### config.mk
export PLATFORM = sky130hd
export DESIGN_NAME = uart_rx
export DESIGN_NICKNAME = d
export VERILOG_FILES = /design/src/rtl/uart_rx.sv
export SDC_FILE = /design/constraint.sdc
export NUM_CORES = 1
export LEC_CHECK = 0
export ABC_CLOCK_PERIOD_IN_PS = 4800
export CORE_UTILIZATION = 40
export CTS_BUF_LIST = sky130_fd_sc_hd__clkbuf_4
export DETAILED_ROUTE_END_ITERATION = 8
export MAX_ROUTING_LAYER = met4
export PLACE_DENSITY = 0.55
export SLEW_MARGIN = 0
export SYNTH_ARGS = -nofsm -noshare
export SYNTH_HDL_FRONTEND = slang
export SYNTH_SLANG_ARGS = --single-unit
### constraint.sdc
create_clock -name clk -period 4.8 [get_ports clk]
set_input_delay 0.96 -clock clk [delete_from_list [all_inputs] [get_ports clk]]
set_output_delay 0.96 -clock clk [all_outputs]
set_load 0.03 [all_outputs]
### src/rtl/uart_rx.sv
`default_nettype none
// ============================================================================
// Module   : uart_rx
// Purpose  : 8N1 UART receiver (8E1 when UART_PARITY_EN is defined) with an
//            internal x OS_RATE oversample tick and a valid/ready byte output.
// Revision : 1.0  initial release
// ============================================================================
module uart_rx #(
    parameter int CLK_FREQ  = 50000000,
    parameter int BAUD_RATE = 9600,
    parameter int OS_RATE   = 16
) (
    input  logic       clk,
    input  logic       rst_n,
    input  logic       i_rx,
    input  logic       i_rx_ready,
    output logic [7:0] o_rx_data,
    output logic       o_rx_valid,
    output logic       o_frame_err,
    output logic       o_overrun,
    output logic       o_parity_err
);

    localparam int c_OS_DIV = CLK_FREQ / (BAUD_RATE * OS_RATE);
    localparam int c_DIV_W  = $clog2(c_OS_DIV);
    localparam int c_TICK_W = $clog2(OS_RATE);
    localparam logic [c_DIV_W-1:0]  c_OS_LAST   = c_DIV_W'(c_OS_DIV - 1);
    localparam logic [c_TICK_W-1:0] c_HALF_LAST = c_TICK_W'(OS_RATE / 2 - 1);
    localparam logic [c_TICK_W-1:0] c_BIT_LAST  = c_TICK_W'(OS_RATE - 1);

    typedef enum logic [2:0] {
        S_IDLE   = 3'd0,
        S_START  = 3'd1,
        S_DATA   = 3'd2,
        S_STOP   = 3'd3,
        S_BREAK  = 3'd4
`ifdef UART_PARITY_EN
        , S_PARITY = 3'd5
`endif
    } state_t;

    state_t                r_state;
    logic                  r_rx_meta;
    logic                  r_rx_s;
    logic                  r_rx_prev;
    logic [c_DIV_W-1:0]    r_os_cnt;
    logic [c_TICK_W-1:0]   r_tick_cnt;
    logic [2:0]            r_bit_idx;
    logic [7:0]            r_shreg;
    logic [7:0]            r_rx_data;
    logic                  r_rx_valid;
    logic                  r_frame_err;
    logic                  r_overrun;
    logic                  w_tick;
`ifdef UART_PARITY_EN
    logic                  r_par_bad;
    logic                  r_parity_err;
`endif

    assign w_tick = (r_os_cnt == c_OS_LAST);

    always_ff @(posedge clk or negedge rst_n) begin
        if (!rst_n) begin
            r_rx_meta <= 1'b1;
            r_rx_s    <= 1'b1;
            r_rx_prev <= 1'b1;
            r_os_cnt  <= '0;
        end else begin
            r_rx_meta <= i_rx;
            r_rx_s    <= r_rx_meta;
            r_rx_prev <= r_rx_s;
            r_os_cnt  <= w_tick ? '0 : r_os_cnt + c_DIV_W'(1);
        end
    end

    always_ff @(posedge clk or negedge rst_n) begin
        if (!rst_n) begin
            r_state     <= S_IDLE;
            r_tick_cnt  <= '0;
            r_bit_idx   <= '0;
            r_shreg     <= '0;
            r_rx_data   <= '0;
            r_rx_valid  <= 1'b0;
            r_frame_err <= 1'b0;
            r_overrun   <= 1'b0;
`ifdef UART_PARITY_EN
            r_par_bad    <= 1'b0;
            r_parity_err <= 1'b0;
`endif
        end else begin
            r_frame_err <= 1'b0;
            r_overrun   <= 1'b0;
`ifdef UART_PARITY_EN
            r_parity_err <= 1'b0;
`endif
            if (r_rx_valid && i_rx_ready) begin
                r_rx_valid <= 1'b0;
            end
            case (r_state)
                S_IDLE: begin
                    if (r_rx_prev && !r_rx_s) begin
                        r_state    <= S_START;
                        r_tick_cnt <= '0;
                    end
                end
                S_START: begin
                    if (w_tick) begin
                        if (r_tick_cnt == c_HALF_LAST) begin
                            // A start bit that is high again at mid-bit was a glitch
                            r_tick_cnt <= '0;
                            r_bit_idx  <= '0;
                            r_state    <= r_rx_s ? S_IDLE : S_DATA;
                        end else begin
                            r_tick_cnt <= r_tick_cnt + c_TICK_W'(1);
                        end
                    end
                end
                S_DATA: begin
                    if (w_tick) begin
                        if (r_tick_cnt == c_BIT_LAST) begin
                            r_tick_cnt <= '0;
                            r_shreg    <= {r_rx_s, r_shreg[7:1]};
                            r_bit_idx  <= r_bit_idx + 3'd1;
                            if (r_bit_idx == 3'd7) begin
`ifdef UART_PARITY_EN
                                r_state <= S_PARITY;
`else
                                r_state <= S_STOP;
`endif
                            end
                        end else begin
                            r_tick_cnt <= r_tick_cnt + c_TICK_W'(1);
                        end
                    end
                end
`ifdef UART_PARITY_EN
                S_PARITY: begin
                    if (w_tick) begin
                        if (r_tick_cnt == c_BIT_LAST) begin
                            r_tick_cnt <= '0;
                            r_par_bad  <= r_rx_s ^ (^r_shreg);
                            r_state    <= S_STOP;
                        end else begin
                            r_tick_cnt <= r_tick_cnt + c_TICK_W'(1);
                        end
                    end
                end
`endif
                S_STOP: begin
                    if (w_tick) begin
                        if (r_tick_cnt == c_BIT_LAST) begin
                            r_tick_cnt <= '0;
                            if (r_rx_s) begin
                                if (!r_rx_valid || i_rx_ready) begin
                                    r_rx_data  <= r_shreg;
                                    r_rx_valid <= 1'b1;
`ifdef UART_PARITY_EN
                                    r_parity_err <= r_par_bad;
`endif
                                end else begin
                                    r_overrun <= 1'b1;
                                end
                                r_state <= S_IDLE;
                            end else begin
                                r_frame_err <= 1'b1;
                                r_state     <= S_BREAK;
                            end
                        end else begin
                            r_tick_cnt <= r_tick_cnt + c_TICK_W'(1);
                        end
                    end
                end
                S_BREAK: begin
                    if (r_rx_s) begin
                        r_state <= S_IDLE;
                    end
                end
                default: r_state <= S_IDLE;
            endcase
        end
    end

    assign o_rx_data   = r_rx_data;
    assign o_rx_valid  = r_rx_valid;
    assign o_frame_err = r_frame_err;
    assign o_overrun   = r_overrun;
`ifdef UART_PARITY_EN
    assign o_parity_err = r_parity_err;
`else
    assign o_parity_err = 1'b0;
`endif

endmodule
`default_nettype wire

Word level (Yosys, flattened, before mapping)
Cells that the tools add are included.
{ "op_classes": {"add_sub_neg": 3, "n_eq_ne": 18, "n_mux": 39, "n_reduce_logical": 14} }
{ "ops": {"columns": ["op", "n"], "rows": [
  ["3-bit two-way mux", 14],
  ["4-bit two-way mux", 5],
  ["2-bit inequality test, second input constant", 9],
  ["1-bit two-way mux", 15],
  ["3-bit case mux with 5 select lines", 1],
  ["4-bit case mux with 3 select lines", 1],
  ["5-bit AND reduction", 2],
  ["9-bit by 1-bit adder with 9-bit output, second input constant", 1],
  ["9-bit == test, second input constant", 1],
  ["9-bit two-way mux", 1],
  ["9-bit AND reduction", 1],
  ["3-bit by 2-bit == test with 1-bit output, second input constant", 2],
  ["3-bit == test, second input constant", 2],
  ["3-bit case mux with 2 select lines", 1],
  ["4-bit by 1-bit adder with 4-bit output, second input constant", 1],
  ["4-bit by 3-bit == test with 1-bit output, second input constant", 1],
  ["4-bit == test, second input constant", 1],
  ["4-bit AND reduction", 1],
  ["3-bit by 1-bit adder with 3-bit output, second input constant", 1],
  ["3-bit by 1-bit == test with 1-bit output, second input constant", 1],
  ["3-bit logical NOT", 1],
  ["3-bit AND reduction", 1],
  ["3-bit nonzero test", 1],
  ["1-bit logical AND", 2],
  ["other kinds (6)", 7]
]} }
{ "word_totals": {"ff_bits": 41, "inputBits": 4} }

Longest topological paths before layout
Gate-level depths: netlist (run 1).
{ "depth": {"word_depth": 7, "depth_mapped": 8, "depth_no_buf": 6} }

Worst setup path before layout (run 1)
Ideal clock, no wire load.
{ "synth_path": {"path_kind": "input-to-reg", "startpoint": "input i_rx_ready", "endpoint": "register r_rx_data[0] (netlist: o_rx_data[0])", "arrival_ps": 1804, "required_ps": 4675, "setup_slack_ps": 2871, "path_stages": 4, "n_path_buf": 1, "cell_sequence": "or2b_1 and4_4 buf_12 mux2_4"} }
{ "synth_between": {"elab_chain_len": 2} }
{ "synth_lines": {"columns": ["element", "line", "text"], "rows": [
  ["from (decl)", "16", "input logic i_rx_ready,"],
  ["1-bit logical OR", "154", "if (!r_rx_valid || i_rx_ready) begin"],
  ["5-bit AND reduction (no line)", null, null],
  ["to (signal assigned)", "155", "r_rx_data <= r_shreg;"],
  ["to (decl)", "50", "logic [7:0] r_rx_data;"]
]} }
Every way passes these cells.
A chain may end at the register's enable or synchronous reset.

Worst setup path in the final report (run 1)
{ "layout_path": {"startpoint": "register r_rx_data[0] (netlist: o_rx_data[0])", "endpoint": "output o_rx_data[0]"} }
{ "layout_lines": {"columns": ["element", "line", "text"], "rows": [
  ["to (decl)", "17", "output logic [7:0] o_rx_data,"]
]} }
No word-level cell between the ends.

==> impl_metrics.tcl, run 1 <==
set metrics [dict create \
    crit_chain "clkdlybuf4s50_1" \
    fin_cells 248 \
    synth_area_leaders "dfrtp_1 47%, mux2_4 6.0%, mux2_2 5.1%" \
    die_area_sq_um 5295 \
    critPathKind "flop to output pin" \
    cp.buffers_inverters 1 \
    clk_pin_slew_ps 120 \
    io_pins 16 \
    holdWs_ps 362.8 \
    grt_overflow 0 \
    coreArea_sq_um 4786 \
    crit_path_max_incr_delay_ps 680 \
    synth.cell_area_sq_um 2003 \
    antenna_found_initial 0 \
    cts_buffer_depth 2 \
    finalNetCount 189 \
    avgSynthCellArea_sq_um 12.00 \
    area_delta_synth_final_pct 11.81 \
    syn-num-nets 176 \
    hp-class "flop to flop" \
    die_h_um 72.77 \
    power.leakage_nw 0.9880 \
    cts_tree "done" \
    grt_first_pass_wirelength_um 5547 \
    dp_hpwl_um 2402 \
    postCtsSetupBuffers 0 \
    dpl.cell_count 240 \
    wl_per_cell_um 13.66 \
    cp-start-kind "flop" \
    rr_worst_depth 6 \
    rows 25 \
    yosysWarnings 0 \
    synth.ff_latch_count 41 \
    cts_buffers 5 \
    synth_top_area_share 0.4747 \
    root_buffer "clkbuf_4" \
    synth_edf_count 0 \
    clk_latency_ps 340 \
    dr.pass1.iters 4 \
    slew_headroom 0.3871 \
    grt_pass1_vias 1149 \
    gp_congestion 0.7838 \
    path_delay_family "buffers and inverters" \
    cap_violations 0 \
    period_share 0.4903 \
    drt_iter0_drc 86 \
    io_buffer_count 14 \
    fillers 454 \
    fin_skew_ps 11.26 \
    wirelength_um 3387 \
    grt_use_total 0.1456 \
    cts_resized 0 \
    layout-drive-gt1-share 0.1989 \
    status "completed" \
    fin_setup_tns_ps 0 \
    holdPathStages 0 \
    cp.depth 1 \
    synthArstFlopShare 1.000 \
    powerDensity_nw_per_um2 290.0 \
    setup_viol 0 \
    syn_inst 167 \
    tightest_slew_ps 896.1 \
    drc 0 \
    synth.distinct_cells 51 \
    max_freq_ghz 0.4249 \
    vias 1214 \
    start_util 0.4186 \
    critPathArrivalTime_ps 1390 \
    cts.hold.buffers_added 0 \
    fp.dieW_um 72.77 \
    cts_sinks 41 \
    grt_max_degree 42 \
    cts_max_level 2 \
    ir_drop_mv 0.2399 \
    cpMaxStageDelayCell "clkdlybuf4s50_1" \
    min_period_ps 2353 \
    required_ps 3840 \
    final_antenna_net_count 0 \
    hold_violations 0 \
    path_max_fanout 2 \
    antennaDiodeCount 0 \
    grt_setup_unrepaired "no" \
    ys.flop_type "dfrtp_1" \
    via_per_inst 4.895 \
    end_kind "output pin" \
    drv_slew 0 \
    yosys.area.top_type "dfrtp_1" \
    seq_area_frac_synth 0.5141 \
]
-- final cells by class --
type,instances,area (sq um),area share
timing repair buffer,14,135.1,0.06034
sequential,41,1030,0.4598
clock inverter,2,33.78,0.01508
clock buffer,6,45.04,0.02011
inverter,8,30.03,0.01341
multi-input combinational,110,882.1,0.3939
tap,67,83.83,0.03743
-- flip-flops by register name (all words and copies together) (netlist names) --
signal / flops
o_rx_data: 8
r_rx_s: 1
o_frame_err: 1
r_tick_cnt: 4
r_shreg: 8
r_state: 3
o_overrun: 1
o_rx_valid: 1
r_rx_prev: 1
r_rx_meta: 1
r_bit_idx: 3
r_os_cnt: 9
-- cells in the mapped netlist (2+ instances only) --
cell and instances:
o31ai_1 2, o21ai_0 3, mux2i_1 3, clkbuf_1 2, a211oi_1 2, nor2b_1 4
ha_1 5, mux2_2 9, dfrtp_1 38, inv_1 8, dfstp_2 3, buf_2 3
nor4b_1 2, nand3_1 7, or2_2 2, a31oi_1 2, and2_1 2, xnor2_1 7
nand2_1 11, nor3_1 2, nor2_1 12, mux2_4 8, a21oi_1 2
-- power by group --
part | total (mW) | switching, mW | internal [mW] | leakage, nW
sequential | 0.373 | 0.0137 | 0.359 | 0.541
combinational | 0.0524 | 0.0322 | 0.0203 | 0.404
clock | 0.224 | 0.110 | 0.114 | 0.0433
total | 0.650 | 0.156 | 0.493 | 0.988
-- path summary, 6_finish.rpt --
kind / startpoint / endpoint / slack (ps)
setup / recovery: o_rx_data[0] / o_rx_data[0] / 2450
hold / removal: r_rx_meta / r_rx_s / 360
setup reg to reg: r_bit_idx[0] / r_state[0] / 2590
hold reg to reg: r_rx_meta / r_rx_s / 360
max in group asynchronous: rst_n / r_os_cnt[6] / 3500
min in group asynchronous: rst_n / r_tick_cnt[0] / 730
-- cell usage in the layout, fill, tap and decap left out, types with 2 or more instances in the layout --
cell and count:
inv_1 8, a31oi_1 2, xnor2_1 7, o31ai_1 2, nor4b_1 2, dfrtp_1 38, nand3_1 7, ha_1 5
mux2i_1 3, a211oi_1 2, clkdlybuf4s50_1 13, nor2_1 12, a21oi_1 2, o21ai_0 3, mux2_4 8, dfstp_2 3
nor2b_1 4, mux2_2 9, or2_2 2, and2_1 2, nand2_1 11, clkbuf_4 6, nor3_1 2
-- cells by family after synthesis --
| family | count (synthesis) | share of synthesized area |
|---|---|---|
| xor gates and xnor gates | 7 | 0.03061 |
| adders and majority gates | 5 | 0.03123 |
| buffers and inverters | 16 | 0.04560 |
| DFF | 41 | 0.5141 |
| and+or+nand+nor | 59 | 0.1880 |
| muxes | 20 | 0.1256 |
| AOI/OAI and AO/OA | 18 | 0.06308 |
| other | 1 | 0.001872 |
-- metrics by stage --
step | setup WS [ps] | util | cell area (sq um) | power, mW
2_1_floorplan | 2871 | - | 2003 | 0.4139
3_3_place_gp | 2492 | 0.4515 | 2161 | 0.4297
3_5_place_dp | 2470 | 0.4515 | 2161 | 0.4323
4_1_cts | 2421 | 0.4680 | 2240 | 0.6575
5_1_grt | 2382 | 0.4680 | 2240 | 0.6787
6_report | 2447 | 0.4680 | 2240 | 0.6496
-- metal layers --
layer | global-route usage | wire length [um] | up-vias
met5 | - | 0 | -
met2 | 0.2129 | 1518 | 12
met3 | 0.03453 | 93 | 4
li1 | - | - | 613
met4 | 0.05882 | 42 | 0
met1 | 0.1950 | 1733 | 585
Power figures use the tool's default switching activity.
==> run 2, diff against run 1 <==
Settings changed: ABC_CLOCK_PERIOD_IN_PS 4800 to 2370.
Clock period 4.8 ns to 2.37 ns, I/O delays scaled along.
==> run 2 against run 1 <==
Net effect:
- global-route usage grew 0.83 points
- critical path type is now flop to flop
- sequential cell count is the same
- highest routed layer unchanged
- combinational power grew 100%
- clock skew shrank 3.2 ps
- first-iteration DRC count grew 34%
- final cell count grew 0.81%
==> impl_metrics.tcl, run 2 (synthesized netlist as in run 1, its figures left out) <==
set metrics [dict create \
    vias 1297 \
    mostFrequentLayoutCells "38 x dfrtp_1, 13 x clkdlybuf4s50_1, 12 x nor2_1" \
    tightest_slew_ps 919.9 \
    coreArea_sq_um 4786 \
    cts_tree "done" \
    path_max_fanout 8 \
    cts_resized 0 \
    antenna_found_initial 0 \
    drv_slew 0 \
    postCtsSetupBuffers 0 \
    power.leakage_nw 0.9988 \
    io_buffer_count 14 \
    cts_max_level 2 \
    pre_cts_ws_ps 346.9 \
    cpMaxStageDelayCell "nor3_4" \
    gp_congestion 0.7664 \
    crit_chain "inv_1 > ha_1 > and4b_1 > nand2_4 > nor3_4 > mux2_2" \
    drc 0 \
    hp-class "input port to asynchronous set/reset pin" \
    largest_register_ffs 9 \
    grt_first_pass_wirelength_um 6016 \
    cts_buffer_depth 2 \
    antennaDiodeCount 0 \
    start_util 0.4186 \
    via_per_inst 5.188 \
    layout_commonest_cell "dfrtp_1" \
    fillers 438 \
    cts.hold.buffers_added 0 \
    period_share 0.8592 \
    grt_pass1_vias 1321 \
    hold_violations 0 \
    regMostFlops "r_os_cnt" \
    crit_path_max_incr_delay_ps 440 \
    die_h_um 72.77 \
    dp_hpwl_um 2441 \
    area_delta_synth_final_pct 12.55 \
    layout-drive-gt1-share 0.2077 \
    critPathArrivalTime_ps 2280 \
    powerDensity_nw_per_um2 585.8 \
    critPathKind "flop to flop" \
    fin_setup_tns_ps 0 \
    required_ps 2610 \
    finalNetCount 191 \
    die_area_sq_um 5295 \
    io_pins 16 \
    end_kind "flop" \
    min_period_ps 2036 \
    postLayoutCoreUtil 0.4711 \
    cts_buffers 5 \
    clk_latency_ps 350 \
    rows 25 \
    clk_pin_slew_ps 120 \
    setup_viol 0 \
    dr.pass1.iters 4 \
    grt_setup_unrepaired "no" \
    ir_drop_mv 0.3438 \
    wl_per_cell_um 13.90 \
    grt_max_degree 42 \
    grt_use_total 0.1539 \
    status "completed" \
    wirelength_um 3476 \
    grt_overflow 0 \
    fp.dieW_um 72.77 \
    holdWs_ps 230.5 \
    drt_iter0_drc 115 \
    cts_sinks 41 \
    final_antenna_net_count 0 \
    cp-start-kind "flop" \
    slew_headroom 0.3867 \
    fin_skew_ps 8.087 \
    final.setup.worst_slack_ps 333.7 \
    max_freq_ghz 0.4911 \
    cap_violations 0 \
    root_buffer "clkbuf_4" \
]
run 2: changes by cell type in the layout (fill, tap and decap cells not counted):
cell and delta:
buf_4 +2
run 2: report_power, final:
| part | switching (mW) | total [mW] | internal [mW] |
|---|---|---|---|
| Sequential | 0.0284 | 0.756 | 0.727 |
| Combinational | 0.0636 | 0.106 | 0.0428 |
| Clock | 0.228 | 0.459 | 0.231 |
| Total | 0.320 | 1.32 | 1.00 |
run 2: critical path, delay by kind of cell, from the launching register on:
kind / cells / cell delay, ps
and+or+nand+nor: 3 / 870
DFF: 1 / 430
muxes: 1 / 390
adders and majority gates: 1 / 160
buffers and inverters: 1 / 80
run 2: metrics by stage:
step	power [mW]	area, sq um	std cells
finish	1.321	2255	250
global route	1.382	2255	250
CTS	1.330	2255	250
detailed placement	0.8767	2176	242
global placement	0.8732	2176	242
floorplan	0.8383	2003	167
run 2: final timing paths:
check,from,end,slack [ps],cells past startpoint
max,r_os_cnt[0],r_shreg[0],330,6
min,rst_n,r_tick_cnt[0],230,1
min reg2reg,r_rx_meta,r_rx_s,370,0
max in group asynchronous,rst_n,r_os_cnt[6],1550,1
min in group clk,r_rx_meta,r_rx_s,370,0
max reg2reg,r_os_cnt[0],r_shreg[0],330,6
run 2: final cells by class:
type | instances | area (sq um) | area share
inverters | 8 | 30.03 | 0.01332
well taps | 67 | 83.83 | 0.03718
clock inverters | 2 | 33.78 | 0.01498
repair buffers | 16 | 150.1 | 0.06659
clock buffers | 6 | 45.04 | 0.01998
multi-input cells | 110 | 882.1 | 0.3912
flip-flops and latches | 41 | 1030 | 0.4567
run 2: routing by layer:
| layer | up-vias | wire length [um] | share of wire | track usage |
|---|---|---|---|---|
| met5 | - | 0 | 0 | - |
| met4 | 0 | 46 | 0.013 | 0.06318 |
| met3 | 7 | 99 | 0.028 | 0.03315 |
| met2 | 20 | 1660 | 0.48 | 0.2420 |
| met1 | 658 | 1670 | 0.48 | 0.1933 |
| li1 | 612 | - | - | - |
==> run 3, diff against run 2 <==
==> constraint.sdc (replaced) <==
create_clock -name clk -period 2.37 [get_ports clk]
set_input_delay 0.474 -clock clk [delete_from_list [all_inputs] [get_ports clk]]
set_output_delay 0.474 -clock clk [all_outputs]
set_load 0.01 [all_outputs]
==> results of run 3 <==
The final DEF is identical to that of run 2. Status: completed.
Main changes from that run: total power 1.321 mW -> 1.319 mW; worst IR drop on VDD 0.3438 mV -> 0.3437 mV
